===== src/rtl/karpentium_io_pkg.sv =====
// Shared definitions for the Karpentium output UART port: FSM state type,
// UART framing levels and word/byte geometry.
package karpentium_io_pkg;

  typedef enum logic [1:0] {
    ST_IDLE  = 2'd0,
    ST_START = 2'd1,
    ST_DATA  = 2'd2,
    ST_STOP  = 2'd3
  } uart_state_t;

  localparam logic START_BIT      = 1'b0;
  localparam logic STOP_BIT       = 1'b1;
  localparam int   BITS_PER_BYTE  = 8;
  localparam int   BYTES_PER_WORD = 2;

  // High byte goes out first (byte_sel=0), then the low byte (byte_sel=1).
  function automatic logic [7:0] select_byte(input logic [15:0] word, input logic byte_sel);
    return byte_sel ? word[7:0] : word[15:8];
  endfunction

endpackage


===== src/rtl/sync_word_fifo.sv =====
// Single-clock word FIFO with first-word-fall-through read data, occupancy
// flags and a sticky flag for writes dropped while full.
module sync_word_fifo #(
  parameter int DATA_W = 16,
  parameter int DEPTH  = 4
) (
  input  logic              clk,
  input  logic              clr,
  input  logic              wr_en,
  input  logic [DATA_W-1:0] wr_data,
  input  logic              rd_en,
  output logic [DATA_W-1:0] rd_data,
  output logic              full,
  output logic              empty,
  output logic              overflow
);

  localparam int PTR_W = $clog2(DEPTH);
  localparam logic [PTR_W:0] FULL_CNT = (PTR_W+1)'(DEPTH);

  logic [DATA_W-1:0] mem [DEPTH];
  logic [PTR_W-1:0]  wr_ptr;
  logic [PTR_W-1:0]  rd_ptr;
  logic [PTR_W:0]    count;
  logic              push;
  logic              pop;

  // Full is judged on the pre-edge count, so a same-cycle pop never admits a write.
  assign push     = wr_en && !full;
  assign pop      = rd_en && !empty;
  assign full     = (count == FULL_CNT);
  assign empty    = (count == '0);
  assign rd_data  = mem[rd_ptr];

  // Word storage; data only, so it carries no reset.
  always_ff @(posedge clk) begin
    if (push) mem[wr_ptr] <= wr_data;
  end

  // Pointers, occupancy and sticky overflow; pointers wrap at the power-of-two depth.
  always_ff @(posedge clk or negedge clr) begin
    if (!clr) begin
      wr_ptr   <= '0;
      rd_ptr   <= '0;
      count    <= '0;
      overflow <= 1'b0;
    end else begin
      if (push) wr_ptr <= wr_ptr + PTR_W'(1);
      if (pop)  rd_ptr <= rd_ptr + PTR_W'(1);
      case ({push, pop})
        2'b10:   count <= count + (PTR_W+1)'(1);
        2'b01:   count <= count - (PTR_W+1)'(1);
        default: count <= count;
      endcase
      if (wr_en && full) overflow <= 1'b1;
    end
  end

endmodule


===== src/rtl/output_uart_port.sv =====
// Output stage: buffers 16-bit result words and sends each as two 8N1 UART
// bytes (high byte first) on a registered tx line, back to back with no idle gap.
module output_uart_port
  import karpentium_io_pkg::*;
#(
  parameter int DEPTH        = 4,
  parameter int CLKS_PER_BIT = 16
) (
  input  logic        clk,
  input  logic        clr,
  input  logic        wr_en,
  input  logic [15:0] wr_data,
  output logic        full,
  output logic        empty,
  output logic        busy,
  output logic        overflow,
  output logic        tx
);

  localparam int BAUD_W = (CLKS_PER_BIT > 1) ? $clog2(CLKS_PER_BIT) : 1;
  localparam logic [BAUD_W-1:0] BAUD_LAST = BAUD_W'(CLKS_PER_BIT - 1);
  localparam logic [2:0]        BIT_LAST  = 3'(BITS_PER_BYTE - 1);

  uart_state_t       state;
  logic [BAUD_W-1:0] baud_cnt;
  logic [2:0]        bit_cnt;
  logic              byte_sel;
  logic [15:0]       hold;
  logic [15:0]       fifo_data;
  logic [7:0]        cur_byte;
  logic              baud_last;
  logic              pop;

  sync_word_fifo #(
    .DATA_W (16),
    .DEPTH  (DEPTH)
  ) u_fifo (
    .clk      (clk),
    .clr      (clr),
    .wr_en    (wr_en),
    .wr_data  (wr_data),
    .rd_en    (pop),
    .rd_data  (fifo_data),
    .full     (full),
    .empty    (empty),
    .overflow (overflow)
  );

  assign baud_last = (baud_cnt == BAUD_LAST);
  assign cur_byte  = select_byte(hold, byte_sel);
  assign busy      = (state != ST_IDLE);

  // A word leaves the FIFO either from IDLE or at the very end of a low-byte
  // stop bit, which is what makes consecutive words contiguous on the line.
  assign pop = !empty && ((state == ST_IDLE) ||
                          (state == ST_STOP && baud_last && byte_sel));

  // Capture the popped word; it is read byte by byte during the two frames.
  always_ff @(posedge clk) begin
    if (pop) hold <= fifo_data;
  end

  // UART framing FSM; tx is loaded with the level of the cell being entered.
  always_ff @(posedge clk or negedge clr) begin
    if (!clr) begin
      state    <= ST_IDLE;
      baud_cnt <= '0;
      bit_cnt  <= '0;
      byte_sel <= 1'b0;
      tx       <= STOP_BIT;
    end else begin
      if (state == ST_IDLE) baud_cnt <= '0;
      else                  baud_cnt <= baud_last ? '0 : baud_cnt + BAUD_W'(1);

      case (state)
        ST_IDLE: begin
          if (pop) begin
            state    <= ST_START;
            byte_sel <= 1'b0;
            tx       <= START_BIT;
          end
        end
        ST_START: begin
          if (baud_last) begin
            state   <= ST_DATA;
            bit_cnt <= '0;
            tx      <= cur_byte[0];
          end
        end
        ST_DATA: begin
          if (baud_last) begin
            if (bit_cnt == BIT_LAST) begin
              state <= ST_STOP;
              tx    <= STOP_BIT;
            end else begin
              bit_cnt <= bit_cnt + 3'd1;
              tx      <= cur_byte[bit_cnt + 3'd1];
            end
          end
        end
        ST_STOP: begin
          if (baud_last) begin
            if (!byte_sel) begin
              byte_sel <= 1'b1;
              state    <= ST_START;
              tx       <= START_BIT;
            end else if (pop) begin
              byte_sel <= 1'b0;
              state    <= ST_START;
              tx       <= START_BIT;
            end else begin
              state <= ST_IDLE;
              tx    <= STOP_BIT;
            end
          end
        end
        default: state <= ST_IDLE;
      endcase
    end
  end

endmodule


===== config.mk =====
export PLATFORM = sky130hd
export DESIGN_NAME = output_uart_port
export DESIGN_NICKNAME = d
export VERILOG_FILES = /design/src/rtl/karpentium_io_pkg.sv /design/src/rtl/sync_word_fifo.sv /design/src/rtl/output_uart_port.sv
export SDC_FILE = /design/constraint.sdc
export NUM_CORES = 1
export LEC_CHECK = 0
export CORE_MARGIN = 5
export CORE_UTILIZATION = 25
export CTS_CLUSTER_DIAMETER = 40
export CTS_CLUSTER_SIZE = 25
export DETAILED_ROUTE_END_ITERATION = 16
export GPL_ROUTABILITY_DRIVEN = 0
export PLACE_DENSITY_LB_ADDON = 0.12
export RECOVER_POWER = 50
export SYNTH_ARGS = -nofsm -noshare
export SYNTH_HDL_FRONTEND = slang
export SYNTH_SLANG_ARGS = --single-unit

===== constraint.sdc =====
create_clock -name clk -period 3.1 [get_ports clk]
set_input_delay 0.31 -clock clk [delete_from_list [all_inputs] [get_ports clk]]
set_output_delay 0.31 -clock clk [all_outputs]
set_load 0.02 [all_outputs]

==> results.tsv, run 1 <==
stage	metric	value	unit
pwr	p_leak	1.66	nW
logic_synthesis	yosys-top-cells-area	sky130_fd_sc_hd__edfxtp_1, sky130_fd_sc_hd__dfrtp_1, sky130_fd_sc_hd__mux4_2, sky130_fd_sc_hd__ha_1, sky130_fd_sc_hd__mux2i_1	
sta	report.final.setup_viol	0	
hold_path	holdCritPathClass	reg -> reg	
worst_setup_path	r2r_setup_slack	650	ps
floorplan	placeableCoreArea	0.0159	mm2
logic_synthesis	yosysSeqAreaShare	0.709	
worst_setup_path	criticalPathCategory	reg -> reg	
routing	highest_layer	met4	
sta	tightestPinTransition	913	ps
sta	final_hold_viol_count	0	
routing	drt-met1-wl	3610	um
worst_setup_path	worst-endpoint-arrival	2710	ps
logic_synthesis	synthMostInstantiatedCell	sky130_fd_sc_hd__edfxtp_1	
logic_synthesis	synth.avg_cell_area	17.8	um2
grt	grt_antenna_before_repair	0	
sta	timing_max_transition_violations_final	0	
logic_synthesis	ys.warnings.count	0	
sta	fin_setup_tns	0	ps
pwr	cellPowerDensity	908	mW/mm2
routing	drt_first_iter_violations	131	
sta	final.setup.worst_slack	649	ps
grt	global_route.overflow_total	0	
logic_synthesis	post-synth-top-area-cell	sky130_fd_sc_hd__edfxtp_1	
logic_synthesis	syn_area	0.00406	mm2
cells_and_area	area_growth_syn_to_layout	19.0	%
floorplan	initial_core_util	0.256	
sta	timing.clock.skew	6.91	ps
routing	dr.pass1.iters	4	
sta	max-slew-margin-rel	0.391	
grt	maximum_number_of_pins_on_one_net_before_global_route_repair	20	
sta	rsz0062_at_grt	false	
cts	ctsResizeCount	0	
floorplan	die_area	0.0189	mm2
cts	insertion_delay	340	ps
cts	clk_path_buf_depth	2	
place	port_buffers	23	
worst_setup_path	end_kind	flop	
worst_setup_path	critPathRequiredTime	3360	ps
cts	clock_sinks	99	
worst_setup_path	crit_path_max_fanout	9	
cts	cts_buffers	9	
worst_setup_path	critPathLaunchType	flop	
routing	avgRoutedWirePerCell	15.6	um
sta	fmaxAchievable	408	MHz
routing	number_of_vias_per_cell	4.11	
routing	met2_length	3500	um
cts	holdBufCountCts	0	
routing	detailroute.via_count	1975	
grt	via_count_of_the_first_global_routing_pass	2102	
routing	detailroute.wirelength.met3	216	um
cts	h-tree-depth	3	
sta	finalWorstPathRequiredPeriod	2450	ps
outcome	status	completed	
cts	tritoncts	built	
cts	cts.repair_timing.setup_buffer_count	0	
floorplan	io_pins	24	
logic_synthesis	synth_cell_types	36	
logic_synthesis	postSynth.topFlopCell	sky130_fd_sc_hd__edfxtp_1	
pwr	irDropWorstVdd	0.258	mV
logic_synthesis	synth-async-reset-ratio	0.192	
routing	detail_route.wirelength	7480	um
logic_synthesis	synth.net_count	261	
cells_and_area	insertedDiodeCount	0	
grt	gr-usage-all-layers	0.0883	
routing	postRouteAntennaNets	0	
cts	clockRootBuffer	sky130_fd_sc_hd__clkbuf_16	
cts	path_clk_slew	70	ps
logic_synthesis	synth_enable_flop_cells	80	
cells_and_area	drive_above_1_share	0.167	
run	maxCapViolations	0	
logic_synthesis	synth.top_cells.by_count	sky130_fd_sc_hd__edfxtp_1, sky130_fd_sc_hd__dfrtp_1, sky130_fd_sc_hd__mux4_2	
grt	first_pass_grt_wire_length	12100	um
logic_synthesis	synth-seq-cells	99	
place	place.detailed.hpwl	4820	um
cells_and_area	finish.net_count	292	
logic_synthesis	syn_inst	228	
routing	drc_errors	0	
floorplan	placementRows	46	
floorplan	die_w	137	um
sta	fin_crit_sh	0.791	
floorplan	floorplan.die.height	137	um
place	dp_worst_setup_slack	699	ps
logic_synthesis	synth_top_area_share	0.591	
==> worst paths after layout <==
kind,to,startpoint,depth (start not counted)
setup / recovery,u_fifo.count[2],state[0],11
hold / removal,u_fifo.overflow,u_fifo.overflow,1
min in group asynchronous,bit_cnt[0],clr,1
hold reg to reg,u_fifo.overflow,u_fifo.overflow,1
setup reg to reg,u_fifo.count[2],state[0],11
max in group asynchronous,u_fifo.rd_ptr[0],clr,1
==> routing by layer <==
layer / global-route usage / vias up
li1: - / 936
met1: 0.121 / 1002
met2: 0.132 / 26
met3: 0.0219 / 11
met4: 0.0416 / 0
met5: 0 / -
==> placed cells by master, fill, tap and decap left out, drive strengths merged, types with 9 or more instances in the layout <==
master | netlist | layout
clkbuf | 5 | 10
dfrtp | 18 | 18
dlygate4sd3 | 0 | 18
edfxtp | 80 | 80
ha | 13 | 13
inv | 12 | 14
mux2i | 9 | 9
mux4 | 18 | 18
nand2 | 9 | 9
o21ai | 9 | 9
==> state kept, by name, indices dropped and copies added (netlist names) <==
signal,count
byte_sel,1
u_fifo.wr_ptr,2
state,2
u_fifo.overflow,1
hold,16
tx,1
u_fifo.count,3
bit_cnt,3
u_fifo.mem,64
u_fifo.rd_ptr,2
baud_cnt,4
==> worst max-delay path: stages, from the launching register on <==
cell	delay (ps)
sky130_fd_sc_hd__dfrtp_1	420
sky130_fd_sc_hd__inv_1	150
sky130_fd_sc_hd__ha_1	160
sky130_fd_sc_hd__clkbuf_1	330
sky130_fd_sc_hd__a31oi_1	110
sky130_fd_sc_hd__nor2_2	160
sky130_fd_sc_hd__ha_1	190
sky130_fd_sc_hd__inv_1	60
sky130_fd_sc_hd__fa_1	370
sky130_fd_sc_hd__xor2_1	150
sky130_fd_sc_hd__nor2_1	110
sky130_fd_sc_hd__xor2_1	170
==> metrics by stage <==
step | hold WS, ps | total power [mW] | cell area, um2 | util | std cells
global route | 487 | 4.71 | 4830 | 0.304 | 480
floorplan | 14.4 | 2.97 | 4060 | - | 228
detailed placement | 449 | 3.45 | 4560 | 0.287 | 464
global placement | 444 | 3.46 | 4560 | 0.287 | 464
CTS | 465 | 4.51 | 4840 | 0.305 | 480
finish | 456 | 4.39 | 4830 | 0.304 | 480
==> where the power goes <==
group	switching, mW	leakage (nW)	internal (mW)
combinational	0.685	0.555	0.574
clock	0.487	0.136	0.550
sequential	0.188	0.971	1.91
==> logic make-up (layout without fill, tap and decap cells) <==
kind of cell,after synthesis,count (layout),share of synthesized area
and+or+nand+nor,33,33,0.0410
buffers and inverters,22,58,0.0250
adders and majority gates,14,14,0.0450
muxes,28,28,0.125
DFF,99,99,0.709
xor gates and xnor gates,7,7,0.0151
AOI/OAI and AO/OA,25,25,0.0404
==> cell type report <==
| cell class | instances | area [um2] |
|---|---|---|
| timing repair buffer | 30 | 279 |
| clock buffer | 9 | 225 |
| fill | 1583 | 11100 |
| multi-input combinational | 107 | 1080 |
| inverter | 12 | 45.0 |
| sequential | 99 | 2880 |
| tap | 216 | 270 |
| clock inverter | 7 | 52.6 |
(Power assumes the default switching activity.)
==> inputs of run 2 (changes only) <==
- clock period: 3.1 -> 2.1 ns (I/O delays scaled with it)
==> results.tsv, run 2 (same netlist as run 1, synthesis figures left out) <==
stage	metric	value	unit	change
routing	number_of_vias_per_cell	4.09		-0.57%
floorplan	floorplan.die.height	137	um	unchanged
place	place.detailed.hpwl	4890	um	+1.3%
place	postPlaceCellArea	0.00475	mm2	+4.2%
worst_setup_path	worst-endpoint-arrival	2220	ps	-490 ps
worst_setup_path	crit_path_max_fanout	3		-6
cells_and_area	most_flops_register	u_fifo.mem		
pwr	irDropWorstVdd	0.534	mV	+110%
routing	avgRoutedWirePerCell	15.5	um	-0.41%
pwr	p_leak	1.75	nW	+5.0%
pwr	cellPowerDensity	1330	mW/mm2	+46%
floorplan	placeableCoreArea	0.0159	mm2	unchanged
cts	holdBufCountCts	0		unchanged
outcome	status	completed		
routing	dr.pass1.iters	4		unchanged
worst_setup_path	critPathLaunchType	flop		
pwr	part_of_the_power_in_combinational_logic	0.325		+0.038
pwr	power.total	6.68	mW	+52%
cts	clk_path_buf_depth	2		unchanged
cells_and_area	mostFrequentLayoutCell	sky130_fd_sc_hd__edfxtp_1		
cells_and_area	fillers	1609		+1.6%
sta	timing_max_transition_violations_final	0		unchanged
cells_and_area	sequential_cell_area	0.00288	mm2	unchanged
cells_and_area	drive_above_1_share	0.220		+0.0535
pwr	switching_share	0.304		-0.00629
hold_path	holdCritPathClass	reg -> reg		
cts	path_clk_slew	60	ps	about the same
grt	gr-usage-all-layers	0.0921		+0.00373
cells_and_area	insertedDiodeCount	0		unchanged
floorplan	die_w	137	um	unchanged
cts	insertion_delay	340	ps	about the same
grt	via_count_of_the_first_global_routing_pass	2220		+5.6%
cts	h-tree-depth	3		unchanged
sta	final_hold_viol_count	0		unchanged
worst_setup_path	cp_slowest_cell	sky130_fd_sc_hd__dfrtp_1		
worst_setup_path	critPathRequiredTime	2360	ps	-1000 ps
worst_setup_path	r2r_setup_slack	140	ps	-510 ps
pwr	p_int	4.65	mW	+54%
run	maxCapViolations	0		unchanged
cells_and_area	largest_register_ffs	64		unchanged
routing	postRouteAntennaNets	0		unchanged
cts	cts_buffers	9		unchanged
floorplan	initial_core_util	0.256		unchanged
pwr	power_share_of_the_sequential_group	0.450		-0.027
grt	first_pass_grt_wire_length	12700	um	+5.1%
sta	fmaxAchievable	510	MHz	+25%
worst_setup_path	timing.critical_path.mode_cell	sky130_fd_sc_hd__xor2_1		
cells_and_area	layout_top_registers	u_fifo.mem: 64 flops, hold: 16 flops, baud_cnt: 4 flops		
worst_setup_path	end_kind	flop		
worst_setup_path	path_cells	ha_2 -> and3_4 -> a31oi_4 -> nor2_4 -> ha_4 -> inv_2 -> fa_2 -> xor2_1 -> nor2_1 -> xor2_1		
worst_setup_path	critPathMaxStageDelay	380	ps	-40 ps
cells_and_area	postLayoutCellArea	0.00502	mm2	+3.9%
floorplan	io_pins	24		unchanged
grt	grt_antenna_before_repair	0		unchanged
grt	maximum_number_of_pins_on_one_net_before_global_route_repair	20		unchanged
routing	detailroute.via_count	2017		+2.1%
cts	clockRootBuffer	sky130_fd_sc_hd__clkbuf_16		
grt	global_route.overflow_total	0		unchanged
cells_and_area	mostFrequentLayoutCells	sky130_fd_sc_hd__edfxtp_1, sky130_fd_sc_hd__mux4_2, sky130_fd_sc_hd__dfrtp_1, sky130_fd_sc_hd__dlygate4sd3_1, sky130_fd_sc_hd__buf_4		
cts	clock_sinks	99		unchanged
cells_and_area	multi_input_area	0.00113	mm2	+3.9%
sta	fin_crit_sh	0.934		+0.144
cells_and_area	finish.net_count	306		+4.8%
pwr	clock_power_share	0.224		-0.012
routing	drc_errors	0		unchanged
floorplan	placementRows	46		unchanged
cts	tritoncts	built		
routing	detail_route.wirelength	7650	um	+2.3%
routing	drt_first_iter_violations	136		+3.8%
worst_setup_path	criticalPathCategory	reg -> reg		
cells_and_area	area_growth_syn_to_layout	23.7	%	
sta	finalWorstPathRequiredPeriod	1960	ps	-489 ps
pwr	power.switching	2.03	mW	+49%
sta	max-slew-margin-rel	0.245		-0.146
sta	timing.clock.skew	5.53	ps	-1.37 ps
sta	tightestPinTransition	1130	ps	+219 ps
floorplan	die_area	0.0189	mm2	unchanged
place	port_buffers	23		unchanged
sta	report.final.setup_viol	0		unchanged
run 2: cell count changes in the layout (fill, tap and decap cells not counted), moves of 2 or more:
| cell | before | now |
|---|---|---|
| sky130_fd_sc_hd__buf_4 | 6 | 13 |
| sky130_fd_sc_hd__clkbuf_1 | 1 | 3 |
| sky130_fd_sc_hd__clkinv_4 | 2 | 0 |
| sky130_fd_sc_hd__ha_1 | 13 | 11 |
| sky130_fd_sc_hd__buf_12 | 0 | 5 |
| sky130_fd_sc_hd__dlygate4sd2_1 | 0 | 2 |
run 2: path summary, 6_finish.rpt:
check | to | from | cells after the start
max | u_fifo.count[2] | baud_cnt[0] | 10
max in group asynchronous | baud_cnt[1] | clr | 2
min | u_fifo.overflow | u_fifo.overflow | 1
max reg2reg | u_fifo.count[2] | baud_cnt[0] | 10
min reg2reg | u_fifo.overflow | u_fifo.overflow | 1
min in group asynchronous | bit_cnt[1] | clr | 2
run 2: power groups by stage:
stage / Combinational [mW] / Clock (mW) / Sequential, mW
3_5_place_dp: 2.26 / 0 / 3.07
3_3_place_gp: 2.25 / 0 / 3.07
5_1_grt: 2.45 / 1.66 / 3.08
4_1_cts: 2.26 / 1.58 / 3.03
6_report: 2.17 / 1.50 / 3.01
2_1_floorplan: 1.45 / 0 / 3.01
run 2: worst max-delay path: cells and delay by family, from the launching register on:
kind            cells  cell delay [ps]
fa+ha+maj           3              670
simple gates        3              430
flops               1              380
xor+xnor            2              290
compound gates      1               90
buf+inv             1               30
run 2: metrics by stage:
stage / setup slack [ps] / utilization / TNS (ps) / hold slack [ps] / cells
final: 138 / 0.316 / 0 / 463 / 493
after global placement: 118 / 0.299 / 0 / 461 / 474
after floorplan: -267 / - / -426 / -85.6 / 228
after global routing: -0.486 / 0.316 / -0.486 / 467 / 493
after CTS: 65.7 / 0.316 / 0 / 204 / 489
after detailed placement: 86.4 / 0.299 / 0 / 464 / 474
run 2: per-layer routing:
metal  GRT usage  share of wire  up-vias
li1            -              -      965
met2       0.148           0.50       29
met5           0              0        -
met1       0.115           0.45     1017
met3      0.0354          0.038        6
met4      0.0266         0.0092        0
run 2: final cells by class:
type	count	share of cell area
sequential	99	0.573
multi-input combinational	107	0.224
timing repair buffer	44	0.0872
tap	216	0.0538
clock buffer	10	0.0456
inverter	12	0.00897
clock inverter	5	0.00722
run 2: timing repair:
item                                    4_1_cts  5_1_grt
gates resized for setup                       2        0
endpoints found under the setup margin        2        1
cloned                                        0        0
setup buffers                                 0        4
pin swaps                                     0        4
==> inputs of run 3 (changes only) <==
- CORE_MARGIN: 5 -> 10
- CTS_CLUSTER_DIAMETER: 40 -> default
- GPL_ROUTABILITY_DRIVEN: 0 -> default
==> results.tsv, run 3 (same netlist as run 1, synthesis figures left out) <==
stage	metric	value	unit	change
grt	gr-usage-all-layers	0.0763		-0.0157
cts	insertion_delay	340	ps	about the same
worst_setup_path	critPathLaunchType	flop		
cts	clk_path_buf_depth	2		unchanged
place	port_buffers	23		unchanged
floorplan	die_w	147	um	+7.3%
pwr	part_of_the_power_in_combinational_logic	0.314		-0.011
routing	avgRoutedWirePerCell	15.9	um	+2.5%
sta	timing.clock.skew	5.58	ps	+0.0493 ps
sta	final_hold_viol_count	0		unchanged
cells_and_area	drive_above_1_share	0.208		-0.0122
sta	tightestPinTransition	719	ps	-413 ps
cells_and_area	insertedDiodeCount	0		unchanged
worst_setup_path	worstReg2RegStart	baud_cnt[0]		
floorplan	die_area	0.0217	mm2	+15%
sta	report.final.setup_viol	0		unchanged
cts	cts_buffers	9		unchanged
pwr	p_int	4.75	mW	+2.1%
worst_setup_path	r2r_setup_slack	110	ps	-30 ps
worst_setup_path	critPathRequiredTime	2370	ps	about the same
outcome	status	completed		
pwr	p_leak	1.74	nW	-0.45%
place	finalWeightedCongestion	0.678		
cts	path_clk_slew	70	ps	about the same
cts	h-tree-depth	3		unchanged
grt	global_route.overflow_total	0		unchanged
routing	detailroute.via_count	2023		+0.30%
routing	detail_route.wirelength	7790	um	+1.8%
worst_setup_path	cp_slowest_cell	sky130_fd_sc_hd__dfrtp_1		
cells_and_area	mostFrequentLayoutCells	sky130_fd_sc_hd__edfxtp_1, sky130_fd_sc_hd__mux4_2, sky130_fd_sc_hd__dfrtp_1, sky130_fd_sc_hd__dlygate4sd3_1		
floorplan	placementRows	46		unchanged
worst_setup_path	path_cells	ha_4 -> and3_4 -> a31oi_4 -> nor2_4 -> ha_4 -> inv_2 -> fa_2 -> xor2_1 -> nor2_1 -> xor2_1		
sta	fin_crit_sh	0.946		+0.0124
cells_and_area	area_growth_syn_to_layout	24.2	%	
pwr	clock_power_share	0.241		+0.017
pwr	power.total	6.80	mW	+1.9%
cells_and_area	layout_top_registers	u_fifo.mem: 64 flops, hold: 16 flops, baud_cnt: 4 flops		
floorplan	placeableCoreArea	0.0159	mm2	unchanged
routing	postRouteAntennaNets	0		unchanged
run	maxCapViolations	0		unchanged
worst_setup_path	critPathMaxStageDelay	420	ps	+40 ps
grt	grt_antenna_before_repair	0		unchanged
floorplan	io_pins	24		unchanged
grt	via_count_of_the_first_global_routing_pass	2194		-1.2%
worst_setup_path	rr_endpoint	u_fifo.count[2]		
cts	tritoncts	built		
floorplan	floorplan.die.height	147	um	+7.3%
cells_and_area	final_core_util	0.318		+0.00126
cells_and_area	most_flops_register	u_fifo.mem		
floorplan	initial_core_util	0.256		unchanged
sta	timing_max_transition_violations_final	0		unchanged
cells_and_area	mostFrequentLayoutCell	sky130_fd_sc_hd__edfxtp_1		
routing	number_of_vias_per_cell	4.13		+0.91%
worst_setup_path	end_kind	flop		
worst_setup_path	crit_path_start	baud_cnt[0]		
pwr	switching_share	0.302		-0.00138
pwr	power.switching	2.06	mW	+1.4%
cts	cts.repair_timing.setup_buffer_count	0		unchanged
worst_setup_path	worst-endpoint-arrival	2260	ps	+40 ps
place	place.detailed.hpwl	5110	um	+4.7%
grt	first_pass_grt_wire_length	12600	um	-0.98%
routing	dr.pass1.iters	4		unchanged
grt	maximum_number_of_pins_on_one_net_before_global_route_repair	19		-5.0%
worst_setup_path	crit_path_max_fanout	4		+1
cts	clock_sinks	99		unchanged
worst_setup_path	timing.reg2reg.worst_path_depth	10		unchanged
sta	fmaxAchievable	503	MHz	-1.3%
worst_setup_path	criticalPathCategory	reg -> reg		
pwr	power_share_of_the_sequential_group	0.445		-0.005
hold_path	holdCritPathClass	in -> async		
cts	clockRootBuffer	sky130_fd_sc_hd__clkbuf_16		
sta	max-slew-margin-rel	0.521		+0.276
routing	drc_errors	0		unchanged
cells_and_area	largest_register_ffs	64		unchanged
sta	whs	265	ps	-198 ps
pwr	irDropWorstVdd	0.456	mV	-15%
sta	rsz0062_at_grt	false		
routing	drt_first_iter_violations	69		-49%
cts	holdBufCountCts	0		unchanged
pwr	cellPowerDensity	1350	mW/mm2	+1.5%
cells_and_area	finish.net_count	302		-1.3%
sta	finalWorstPathRequiredPeriod	1990	ps	+26.0 ps
## run 3: how the worst max path moves through the flow
stage	to	slack (ps)
4_1_cts	u_fifo.count[2]	60
5_1_grt	u_fifo.count[2]	9
2_1_floorplan	u_fifo.count[2]	-270
3_5_place_dp	u_fifo.count[2]	80
6_report	u_fifo.count[2]	110
3_3_place_gp	u_fifo.count[2]	120
## run 3: power by group through the flow
stage / clock network, mW / registers (mW) / logic, mW
final: 1.64 / 3.03 / 2.14
after global routing: 1.78 / 3.08 / 2.40
after CTS: 1.70 / 3.04 / 2.25
after detailed placement: 0 / 3.09 / 2.25
after global placement: 0 / 3.08 / 2.27
after floorplan: 0 / 3.01 / 1.45
## run 3: final cells by class
| type | count | area, um2 |
|---|---|---|
| sequential | 99 | 2880 |
| tap | 216 | 270 |
| clock buffer | 9 | 225 |
| clock inverter | 7 | 67.6 |
| inverter | 12 | 45.0 |
| timing repair buffer | 40 | 420 |
| fill | 1573 | 10800 |
| multi-input combinational | 107 | 1140 |
## run 3: through the flow
stage	cells	setup slack [ps]	setup TNS [ps]	cell area, um2
floorplan	228	-267	-426	4120
global placement	474	117	0	4770
detailed placement	474	77.3	0	4770
CTS	490	62.3	0	5060
global route	490	8.88	0	5040
finish	490	112	0	5040
## run 3: worst max-delay path: cells and delay by family (launching register included)
family                     cells  cell delay, ps
buffers and inverters          1              40
DFF                            1             420
AOI/OAI and AO/OA              1              90
and+or+nand+nor                3             450
xor gates and xnor gates       2             280
adders and majority gates      3             640
## run 3: metal layers
layer,GRT usage,part of all wire,vias to the layer above
met5,0,0,-
met4,0.0416,0.018,0
met3,0.0195,0.034,10
met2,0.122,0.50,25
met1,0.0926,0.45,1032
li1,-,-,956
## run 3: repair_timing
action,4_1_cts,5_1_grt
resized for setup,2,2
endpoints found under the setup margin,2,1
pin swaps,0,1
endpoints found under the hold margin,0,0
